`config.mk`:
```
export PLATFORM = sky130hd
export DESIGN_NAME = cpu_sequencer_flat
export DESIGN_NICKNAME = d
export VERILOG_FILES = /design/src/rtl/cpu_pkg.sv /design/src/rtl/cpu_sequencer_if.sv /design/src/rtl/seq_lat_counter.sv /design/src/rtl/cpu_sequencer.sv /design/src/flat_wrapper.sv
export SDC_FILE = /design/constraint.sdc
export NUM_CORES = 1
export LEC_CHECK = 0
export BUFFER_PORTS_ARGS = -buffer_cell sky130_fd_sc_hd__buf_4
export CAP_MARGIN = 25
export CORE_UTILIZATION = 35
export CTS_CLUSTER_DIAMETER = 150
export DETAILED_ROUTE_END_ITERATION = 10
export GPL_TIMING_DRIVEN = 0
export PLACE_DENSITY_LB_ADDON = 0.2
export SKIP_LAST_GASP = 1
export SYNTH_ARGS = -nofsm -noshare
export SYNTH_HDL_FRONTEND = slang
export SYNTH_HIERARCHICAL = 1
export SYNTH_SLANG_ARGS = --single-unit
```
`constraint.sdc`:
```
create_clock -name clk -period 2.6 [get_ports clk]
set_input_delay 0.26 -clock clk [delete_from_list [all_inputs] [get_ports clk]]
set_output_delay 0.26 -clock clk [all_outputs]
set_load 0.1 [all_outputs]
```
`src/rtl/cpu_pkg.sv`:
```
// Shared definitions for the multicycle control sequencer.
//   seq_state_t      : sequencer state encoding (also exported on o_state)
//   ST_*             : the same encodings as plain 3-bit constants
//   ADDR_PC/ADDR_DATA: memory address mux select values
//   RD_LAT_MIN/MAX   : legal memory read latency range
//   lat_preload()    : latency counter preload value for a given latency
package cpu_pkg;

  localparam logic [2:0] ST_FETCH  = 3'd0;
  localparam logic [2:0] ST_FWAIT  = 3'd1;
  localparam logic [2:0] ST_DECODE = 3'd2;
  localparam logic [2:0] ST_EXEC   = 3'd3;
  localparam logic [2:0] ST_MEM    = 3'd4;
  localparam logic [2:0] ST_MWAIT  = 3'd5;

  typedef enum logic [2:0] {
    S_FETCH  = ST_FETCH,
    S_FWAIT  = ST_FWAIT,
    S_DECODE = ST_DECODE,
    S_EXEC   = ST_EXEC,
    S_MEM    = ST_MEM,
    S_MWAIT  = ST_MWAIT
  } seq_state_t;

  localparam logic ADDR_PC   = 1'b0;
  localparam logic ADDR_DATA = 1'b1;

  localparam int RD_LAT_MIN = 1;
  localparam int RD_LAT_MAX = 4;

  // The wait states last RD_LAT cycles, so the counter starts at RD_LAT-1.
  // Out-of-range latencies are clamped so the 2-bit counter never wraps.
  function automatic logic [1:0] lat_preload(input int lat);
    int c;
    c = lat;
    if (c < RD_LAT_MIN) c = RD_LAT_MIN;
    if (c > RD_LAT_MAX) c = RD_LAT_MAX;
    return 2'(c - 1);
  endfunction

endpackage

```
`src/rtl/cpu_sequencer_if.sv`:
```
// Shared memory port between the sequencer and the memory.
//   o_mem_rd     : read strobe (sequencer -> memory)
//   o_mem_wr     : write strobe (sequencer -> memory)
//   o_addr_sel   : address mux select, ADDR_PC or ADDR_DATA
//   i_mem_rddata : read data (memory -> sequencer)
//
// Protocol: there is no ready/valid pair on this port. A strobe is a
// single-cycle pulse and is accepted unconditionally in the cycle it is
// high; o_mem_rd and o_mem_wr are never high together. Read data is valid
// exactly RD_LAT cycles after the cycle o_mem_rd was high, and the
// sequencer samples it only in that cycle.
interface cpu_sequencer_if;

  logic        o_mem_rd;
  logic        o_mem_wr;
  logic        o_addr_sel;
  logic [15:0] i_mem_rddata;

  modport master (
    output o_mem_rd,
    output o_mem_wr,
    output o_addr_sel,
    input  i_mem_rddata
  );

  modport slave (
    input  o_mem_rd,
    input  o_mem_wr,
    input  o_addr_sel,
    output i_mem_rddata
  );

endinterface

```
`src/rtl/seq_lat_counter.sv`:
```
// Loadable 2-bit down-counter used to time memory read latency in both
// the instruction-fetch and the data-load wait states.
//   clk, rst_n : clock, asynchronous active-low reset
//   load       : load load_val (has priority over dec)
//   load_val   : preload value
//   dec        : decrement by one; ignored when already zero
//   zero       : count is zero
module seq_lat_counter (
  input  logic       clk,
  input  logic       rst_n,
  input  logic       load,
  input  logic [1:0] load_val,
  input  logic       dec,
  output logic       zero
);

  logic [1:0] count_q;

  always_ff @(posedge clk or negedge rst_n) begin
    if (!rst_n) begin
      count_q <= 2'd0;
    end else if (load) begin
      count_q <= load_val;
    end else if (dec && (count_q != 2'd0)) begin
      count_q <= count_q - 2'd1;
    end
  end

  assign zero = (count_q == 2'd0);

endmodule

```
`src/rtl/cpu_sequencer.sv`:
```
// Multicycle control sequencer for the 16-bit core. Owns the instruction
// register, steps each instruction through FETCH/FWAIT/DECODE/EXEC and an
// optional MEM/MWAIT phase, drives the shared memory port and turns the
// decoder's combinational outputs into per-cycle enables.
//   clk, reset    : clock, asynchronous active-low reset
//   i_halt        : idle in FETCH while high (sampled only in FETCH)
//   i_is_load     : decoder, instruction reads data memory
//   i_is_store    : decoder, instruction writes data memory (wins over load)
//   i_reg_write   : decoder RegWrite
//   i_nz          : decoder, instruction updates NZ flags
//   i_cnt_load    : debug preload of the retire counter
//   i_cnt_value   : value loaded into the retire counter
//   mem           : shared memory port (master side)
//   o_ir          : instruction register
//   o_pc_en       : PC update enable (once per instruction, in EXEC)
//   o_reg_we      : register-file write enable
//   o_nz_we       : NZ flag write enable
//   o_retired     : one-cycle pulse when an instruction completes
//   o_instr_count : retired instruction count, wraps modulo 2^16
//   o_state       : current state encoding, for debug
module cpu_sequencer
  import cpu_pkg::*;
#(
  parameter int RD_LAT = 1
) (
  input  logic            clk,
  input  logic            reset,
  input  logic            i_halt,
  input  logic            i_is_load,
  input  logic            i_is_store,
  input  logic            i_reg_write,
  input  logic            i_nz,
  input  logic            i_cnt_load,
  input  logic [15:0]     i_cnt_value,
  cpu_sequencer_if.master mem,
  output logic [15:0]     o_ir,
  output logic            o_pc_en,
  output logic            o_reg_we,
  output logic            o_nz_we,
  output logic            o_retired,
  output logic [15:0]     o_instr_count,
  output logic [2:0]      o_state
);

  localparam logic [1:0] LAT_LOAD = lat_preload(RD_LAT);

  seq_state_t  state_q;
  seq_state_t  state_d;
  logic        store_q;   // EXEC decision, so MEM ignores later decoder changes
  logic [15:0] ir_q;
  logic [15:0] count_q;

  logic mem_rd;
  logic mem_wr;
  logic addr_sel;
  logic pc_en;
  logic reg_we;
  logic nz_we;
  logic retired;
  logic ir_load;
  logic lat_load;
  logic lat_dec;
  logic lat_zero;

  seq_lat_counter u_lat (
    .clk      (clk),
    .rst_n    (reset),
    .load     (lat_load),
    .load_val (LAT_LOAD),
    .dec      (lat_dec),
    .zero     (lat_zero)
  );

  always_comb begin
    state_d  = state_q;
    mem_rd   = 1'b0;
    mem_wr   = 1'b0;
    addr_sel = ADDR_PC;
    pc_en    = 1'b0;
    reg_we   = 1'b0;
    nz_we    = 1'b0;
    retired  = 1'b0;
    ir_load  = 1'b0;
    lat_load = 1'b0;
    lat_dec  = 1'b0;

    case (state_q)
      S_FETCH: begin
        if (!i_halt) begin
          mem_rd   = 1'b1;
          lat_load = 1'b1;
          state_d  = S_FWAIT;
        end
      end

      S_FWAIT: begin
        if (lat_zero) begin
          ir_load = 1'b1;
          state_d = S_DECODE;
        end else begin
          lat_dec = 1'b1;
        end
      end

      S_DECODE: begin
        state_d = S_EXEC;
      end

      S_EXEC: begin
        pc_en = 1'b1;
        if (i_is_store || i_is_load) begin
          state_d = S_MEM;
        end else begin
          reg_we  = i_reg_write;
          nz_we   = i_nz;
          retired = 1'b1;
          state_d = S_FETCH;
        end
      end

      S_MEM: begin
        addr_sel = ADDR_DATA;
        if (store_q) begin
          mem_wr  = 1'b1;
          retired = 1'b1;
          state_d = S_FETCH;
        end else begin
          mem_rd   = 1'b1;
          lat_load = 1'b1;
          state_d  = S_MWAIT;
        end
      end

      S_MWAIT: begin
        addr_sel = ADDR_DATA;
        if (lat_zero) begin
          reg_we  = 1'b1;
          nz_we   = i_nz;
          retired = 1'b1;
          state_d = S_FETCH;
        end else begin
          lat_dec = 1'b1;
        end
      end

      default: begin
        state_d = S_FETCH;
      end
    endcase
  end

  always_ff @(posedge clk or negedge reset) begin
    if (!reset) begin
      state_q <= S_FETCH;
      store_q <= 1'b0;
      ir_q    <= 16'h0000;
    end else begin
      state_q <= state_d;
      if (state_q == S_EXEC) begin
        store_q <= i_is_store;
      end
      if (ir_load) begin
        ir_q <= mem.i_mem_rddata;
      end
    end
  end

  // Debug preload wins over the retire increment in the same cycle.
  always_ff @(posedge clk or negedge reset) begin
    if (!reset) begin
      count_q <= 16'h0000;
    end else if (i_cnt_load) begin
      count_q <= i_cnt_value;
    end else if (retired) begin
      count_q <= count_q + 16'd1;
    end
  end

  assign mem.o_mem_rd   = mem_rd;
  assign mem.o_mem_wr   = mem_wr;
  assign mem.o_addr_sel = addr_sel;

  assign o_ir          = ir_q;
  assign o_pc_en       = pc_en;
  assign o_reg_we      = reg_we;
  assign o_nz_we       = nz_we;
  assign o_retired     = retired;
  assign o_instr_count = count_q;
  assign o_state       = state_q;

endmodule

```
`src/flat_wrapper.sv`:
```
// flat-port wrapper written by rule: the top's interface ports become plain ports
module cpu_sequencer_flat import cpu_pkg::*;
#(
  parameter int RD_LAT = 1
)
  (clk, reset, i_halt, i_is_load, i_is_store, i_reg_write, i_nz, i_cnt_load, i_cnt_value, o_ir, o_pc_en, o_reg_we, o_nz_we, o_retired, o_instr_count, o_state, mem_o_mem_rd, mem_o_mem_wr, mem_o_addr_sel, mem_i_mem_rddata);
  cpu_sequencer_if mem_i ();
  input  logic clk;
  input  logic reset;
  input  logic i_halt;
  input  logic i_is_load;
  input  logic i_is_store;
  input  logic i_reg_write;
  input  logic i_nz;
  input  logic i_cnt_load;
  input  logic [15:0] i_cnt_value;
  output logic [15:0] o_ir;
  output logic o_pc_en;
  output logic o_reg_we;
  output logic o_nz_we;
  output logic o_retired;
  output logic [15:0] o_instr_count;
  output logic [2:0] o_state;
  output wire logic [$bits(mem_i.o_mem_rd)-1:0] mem_o_mem_rd;
  output wire logic [$bits(mem_i.o_mem_wr)-1:0] mem_o_mem_wr;
  output wire logic [$bits(mem_i.o_addr_sel)-1:0] mem_o_addr_sel;
  input wire logic [$bits(mem_i.i_mem_rddata)-1:0] mem_i_mem_rddata;
  assign mem_o_mem_rd = mem_i.o_mem_rd;
  assign mem_o_mem_wr = mem_i.o_mem_wr;
  assign mem_o_addr_sel = mem_i.o_addr_sel;
  assign mem_i.i_mem_rddata = mem_i_mem_rddata;
  cpu_sequencer #(.RD_LAT(RD_LAT)) u_core (.clk(clk), .reset(reset), .i_halt(i_halt), .i_is_load(i_is_load), .i_is_store(i_is_store), .i_reg_write(i_reg_write), .i_nz(i_nz), .i_cnt_load(i_cnt_load), .i_cnt_value(i_cnt_value), .mem(mem_i), .o_ir(o_ir), .o_pc_en(o_pc_en), .o_reg_we(o_reg_we), .o_nz_we(o_nz_we), .o_retired(o_retired), .o_instr_count(o_instr_count), .o_state(o_state));
endmodule
```
Yosys cells after proc, flatten, opt, wreduce, memory -nomap -nowiden
Index checks and enable logic that the tools add are counted.
{"block": "word_totals", "wordCells": 53, "input_bits": 40, "out_inout_bits": 42, "regBits": 38}
{"block": "classes", "eq_ne": 8, "addsub": 2, "reduce_logical": 10, "n_mux": 28}
{"op": "$mux W16", "n": 2}
{"op": "$pmux W3 S6", "n": 1}
{"op": "$add A16 B1 Y16 const B", "n": 1}
{"op": "$mux W3", "n": 5}
{"op": "$mux W1", "n": 14}
{"op": "$eq A3 B2 Y1 const B", "n": 2}
{"op": "$eq A3 B3 Y1 const B", "n": 2}
{"op": "$pmux W1 S2", "n": 3}
{"op": "$reduce_bool A2 Y1", "n": 3}
{"op": "$mux W2", "n": 2}
{"op": "$ne A2 B1 Y1 const B", "n": 2}
{"op": "$reduce_or A2 Y1", "n": 2}
{"op": "$eq A3 B1 Y1 const B", "n": 1}
{"op": "$logic_not A3 Y1", "n": 1}
{"op": "$pmux W1 S3", "n": 1}
{"op": "$reduce_and A3 Y1", "n": 1}
{"op": "$logic_not A2 Y1", "n": 1}
{"op": "$ne A2 B2 Y1 const B", "n": 1}
{"op": "$sub A2 B1 Y2 const B", "n": 1}
{"op": "$logic_and A1 B1 Y1", "n": 1}
{"op": "$logic_or A1 B1 Y1", "n": 1}

Logic depth before layout (Yosys ltp)
{"block": "depth", "ltp_word": 6, "depth_mapped": 7, "depth_no_buf": 6}

Hierarchy
The synthesis kept the hierarchy.
{"mod": "cpu_sequencer", "seq_area_each_um2": 900.9, "area_each_um2": 1848.0, "n_inst": 1, "cells_per_inst": 172}
{"mod": "seq_lat_counter", "seq_area_each_um2": 50.0, "area_each_um2": 132.6, "n_inst": 1, "cells_per_inst": 13}

Worst setup path before layout
Ideal clock, no wire load.
{"block": "synth_timing", "kind": "register to register", "start": "register u_core.state_q[2] (netlist: u_core/o_state[2])", "end": "register u_core.u_lat.count_q[1]", "t_arrival_ns": 7.043, "setup_slack_ns": -4.832, "path_buffers": 1, "path_stages_with_launch": 5, "synth_period_minus_slack_ns": 7.432, "cell_sequence": "dfrtp_1 -> buf_6 -> nor2b_1 -> a2111oi_0 -> o311ai_0"}
{"element": "start, declared", "line_no": "cpu_sequencer.sv:47", "text": "seq_state_t state_q;"}
{"element": "start signal, assigned", "line_no": "cpu_sequencer.sv:158", "text": "state_q <= state_d;"}
{"element": "$eq A3 B3 Y1 or $logic_not A3 Y1 (tied branches)"}
{"element": "$pmux W1 S2 *"}
{"element": "via mem_o_mem_rd", "line_no": "flat_wrapper.sv:24", "text": "output wire logic [$bits(mem_i.o_mem_rd)-1:0] mem_o_mem_rd;"}
{"element": "$mux W2 or $reduce_bool A2 Y1 (tied branches)"}
{"element": "end signal, assigned", "line_no": "seq_lat_counter.sv:23", "text": "count_q <= load_val;"}
{"element": "end signal, assigned", "line_no": "seq_lat_counter.sv:25", "text": "count_q <= count_q - 2'd1;"}
{"element": "end, declared", "line_no": "seq_lat_counter.sv:17", "text": "logic [1:0] count_q;"}
The timed path passes the listed nets; every way through them passes the cells marked *.
A chain may end at the register's enable or synchronous reset.

Worst setup path after layout
{"block": "layout_timing", "start": "register u_core.u_lat.count_q[0]", "end": "register u_core.ir_q[11] (netlist: u_core/o_ir[11])"}
{"block": "layout_via", "elab_chain_len": 3}
{"element": "$logic_not A2 Y1", "line_no": "seq_lat_counter.sv:29", "text": "assign zero = (count_q == 2'd0);"}
{"element": "via u_core.lat_zero", "line_no": "cpu_sequencer.sv:63", "text": "logic lat_zero;"}
{"element": "$mux W1", "line_no": "cpu_sequencer.sv:97", "text": "if (lat_zero) begin"}
{"element": "$mux W1", "line_no": "cpu_sequencer.sv:87", "text": "case (state_q)"}
{"element": "end signal, assigned", "line_no": "cpu_sequencer.sv:163", "text": "ir_q <= mem.i_mem_rddata;"}
{"element": "end, declared", "line_no": "cpu_sequencer.sv:50", "text": "logic [15:0] ir_q;"}
The timed path passes the listed nets, and every way through them passes these cells.

==> reports/qor.csv <==
metric,value,unit
critical path class,register to register,
PostCTS Resize Cnt,0,
max_slew headroom,65.17,%
nature of the critical path startpoint,register,
Reg-to-Reg End,u_core/o_ir[11],
fmax,477.5,MHz
grt total ovfl,0,
Die H,77.23,microns
"slowest stage delay, CP",0.42,ns
top cell type's share of synthesized area,48.01,%
vias per cell,5.098,
"Max FO, Critical Path",10,
"EDFF count, synth",0,
DR DRC count,0,
die area,5964,sq um
# Max-Cap Violations,0,
TritonCTS clock tree,built,
via count,1774,
"count leader, synth",dfrtp_1,
Initial Util,36.19,%
Slew Limit Fails,0,
Buf/Inv on CP,2,
final hold vios,0,
hold wc startpoint,i_cnt_value[2],
GPL Wtd Cong,0.7643,
Synth Warn #,6,
cells after synthesis,185,
status,finished clean,
Setup crit end,u_core/o_ir[11],
CP Depth,6,
routed wire length per instance,13.59,microns
"Req. time, crit path",2.77,ns
worst hold path type,input pin to register,
worst r2r path cells,6,
"Seq/Total Area, Yosys",48.01,%
launch point of the worst reg-to-reg path,u_core/u_lat/count_q[0],
Crit. End Element,register,
"Clk Latency, worst-skew pair",0.29,ns
number of diodes,0,
syn avg cell area,10.71,sq um
Layout Area Growth over Synthesis,43.46,%
largest net degree at the start of global routing,39,
deepest clock path buffer count,2,
Finish-stage setup viols,0,
clk sinks,38,
vias in the first global route,1722,
commonest cells in the netlist,"dfrtp_1 (38), mux2_2 (17), nand2_1 (17)",
CP arrival,2.27,ns
mapped cell area,1981,sq um
share of cells above drive strength 1,45.65,%
Layout Skew,0.003866,ns
core area,5473,sq um
dpl ws,0.4998,ns
RSZ-0062 raised after global routing,false,
Total Routing Usage GR,16.55,%
Final Critical Period,2.094,ns
critical-path cell list,inv_1 -> ha_1 -> nand3b_1 -> nor2_1 -> buf_2 -> mux2_2,
row cnt,27,
Main synth FF type,dfrtp_1,
antenna violations before repair,0,
fraction of registers with async set/reset,100.0,%
Port Buffers,81,
Setup crit start,u_core/u_lat/count_q[0],
Slowest cell on crit path,nor2_1,
"CP delay by family, top",simple AND/OR/NAND/NOR gates,
Synth area leader,dfrtp_1,
setup ws final,0.5060,ns
number of distinct library cells after synthesis,49,
number of buffers created by CTS,5,
register clock-pin slew on the reported worst setup and hold paths,0.07,ns
r2r setup slk,0.51,ns
die width,77.23,microns
number of synthesized register bits,38,
I/O pin count,82,
final antenna-violating net count,0,
worst slew pin tran,0.5205,ns
routed wire length,4.728,mm
first-pass GRT wire length,7.928,mm
synth top area cells,"dfrtp_1 (48%), mux2_2 (9.7%), nand2_1 (3.2%)",
H-tree depth,2,
WHS,0.1793,ns
Final Cycle Share,80.54,%
CTS root buf,clkbuf_8,
first-pass detailed-route iteration total,4,
# nets final,317,
DP HPWL,3.453,mm
1st-iter DRT viols,50,
## timing repair
item / 4_1_cts / 5_1_grt
endpoints found under the hold margin: 38 / 0
hold buffers: 1 / 0
buffers inserted: 0 / 0
## per-stage QoR
stage	setup TNS (ns)	area, sq um	utilization (%)	cells
6_report	0	2841	51.92	348
5_1_grt	0	2841	51.92	348
4_1_cts	0	2841	51.92	348
3_5_place_dp	0	2749	50.23	339
3_3_place_gp	0	2749	50.23	339
2_1_floorplan	-0.05256	2051	-	186
## worst register-to-register path: cells and delay by family, from the launching register on
family | cells | cell delay, ns
flip-flops | 1 | 0.38
adder cells (fa/ha/maj) | 1 | 0.28
multiplexers | 1 | 0.37
AND/OR/NAND/NOR | 2 | 0.55
buffers and inverters | 2 | 0.40
## how the worst min path moves through the flow
stage                              endpoint  slack (ns)  cells past startpoint
floorplan           u_core/o_instr_count[0]       -0.04                      0
finish              u_core/o_instr_count[2]        0.18                      3
global placement             u_core/o_ir[0]        0.26                      1
detailed placement           u_core/o_ir[0]        0.26                      1
global route        u_core/o_instr_count[2]        0.17                      3
CTS                 u_core/o_instr_count[4]        0.17                      3
## cell usage in the layout, fill, tap and decap left out, types with 3 or more instances in the layout
| cell type | n |
|---|---|
| clkbuf_1 | 4 |
| o21ai_0 | 6 |
| or4_1 | 8 |
| nand3b_1 | 3 |
| o211ai_1 | 3 |
| clkbuf_8 | 5 |
| mux2_2 | 17 |
| buf_6 | 3 |
| or3_1 | 3 |
| a31oi_1 | 9 |
| inv_1 | 6 |
| nor2_1 | 11 |
| nand2_1 | 17 |
| nand3_1 | 7 |
| dfrtp_1 | 35 |
| buf_4 | 82 |
| dfrtp_2 | 3 |
| o31ai_1 | 6 |
## logic make-up after synthesis
group           count (synthesis)  share of synthesized area (%)
simple gates                   69                          20.91
compound gates                 38                          13.90
flops                          38                          48.01
xor+xnor                        2                         0.8846
other cells                     1                         0.1893
mux                            18                          10.17
fa+ha+maj                       2                          1.263
buf+inv                        17                          4.675
## metal layers
| metal | up-vias | global-route usage (%) | routed length (microns) |
|---|---|---|---|
| met5 | - | 0 | 0 |
| met4 | 0 | 4.528 | 48 |
| met3 | 5 | 5.238 | 338 |
| met2 | 62 | 26.81 | 2184 |
| met1 | 840 | 21.14 | 2157 |
| li1 | 867 | - | - |
## flip-flops by register name, summed over array words and instances (netlist names)
| register | cells |
|---|---|
| u_core/o_ir | 16 |
| u_core/u_lat/count_q | 2 |
| u_core/store_q | 1 |
| u_core/o_instr_count | 16 |
| u_core/o_state | 3 |
## layout make-up
type,count,area [sq um]
fill,524,2631
multi-input combinational,131,996.0
sequential,38,954.7
timing repair buffer,82,618.1
tap,72,90.09
clock buffer,6,72.57
buffer,9,62.56
inverter,8,37.54
clock inverter,2,10.01
Power is left out: the tool's default activity adds up to more than one toggle a clock period on the data nets, which glitch-free logic cannot reach.
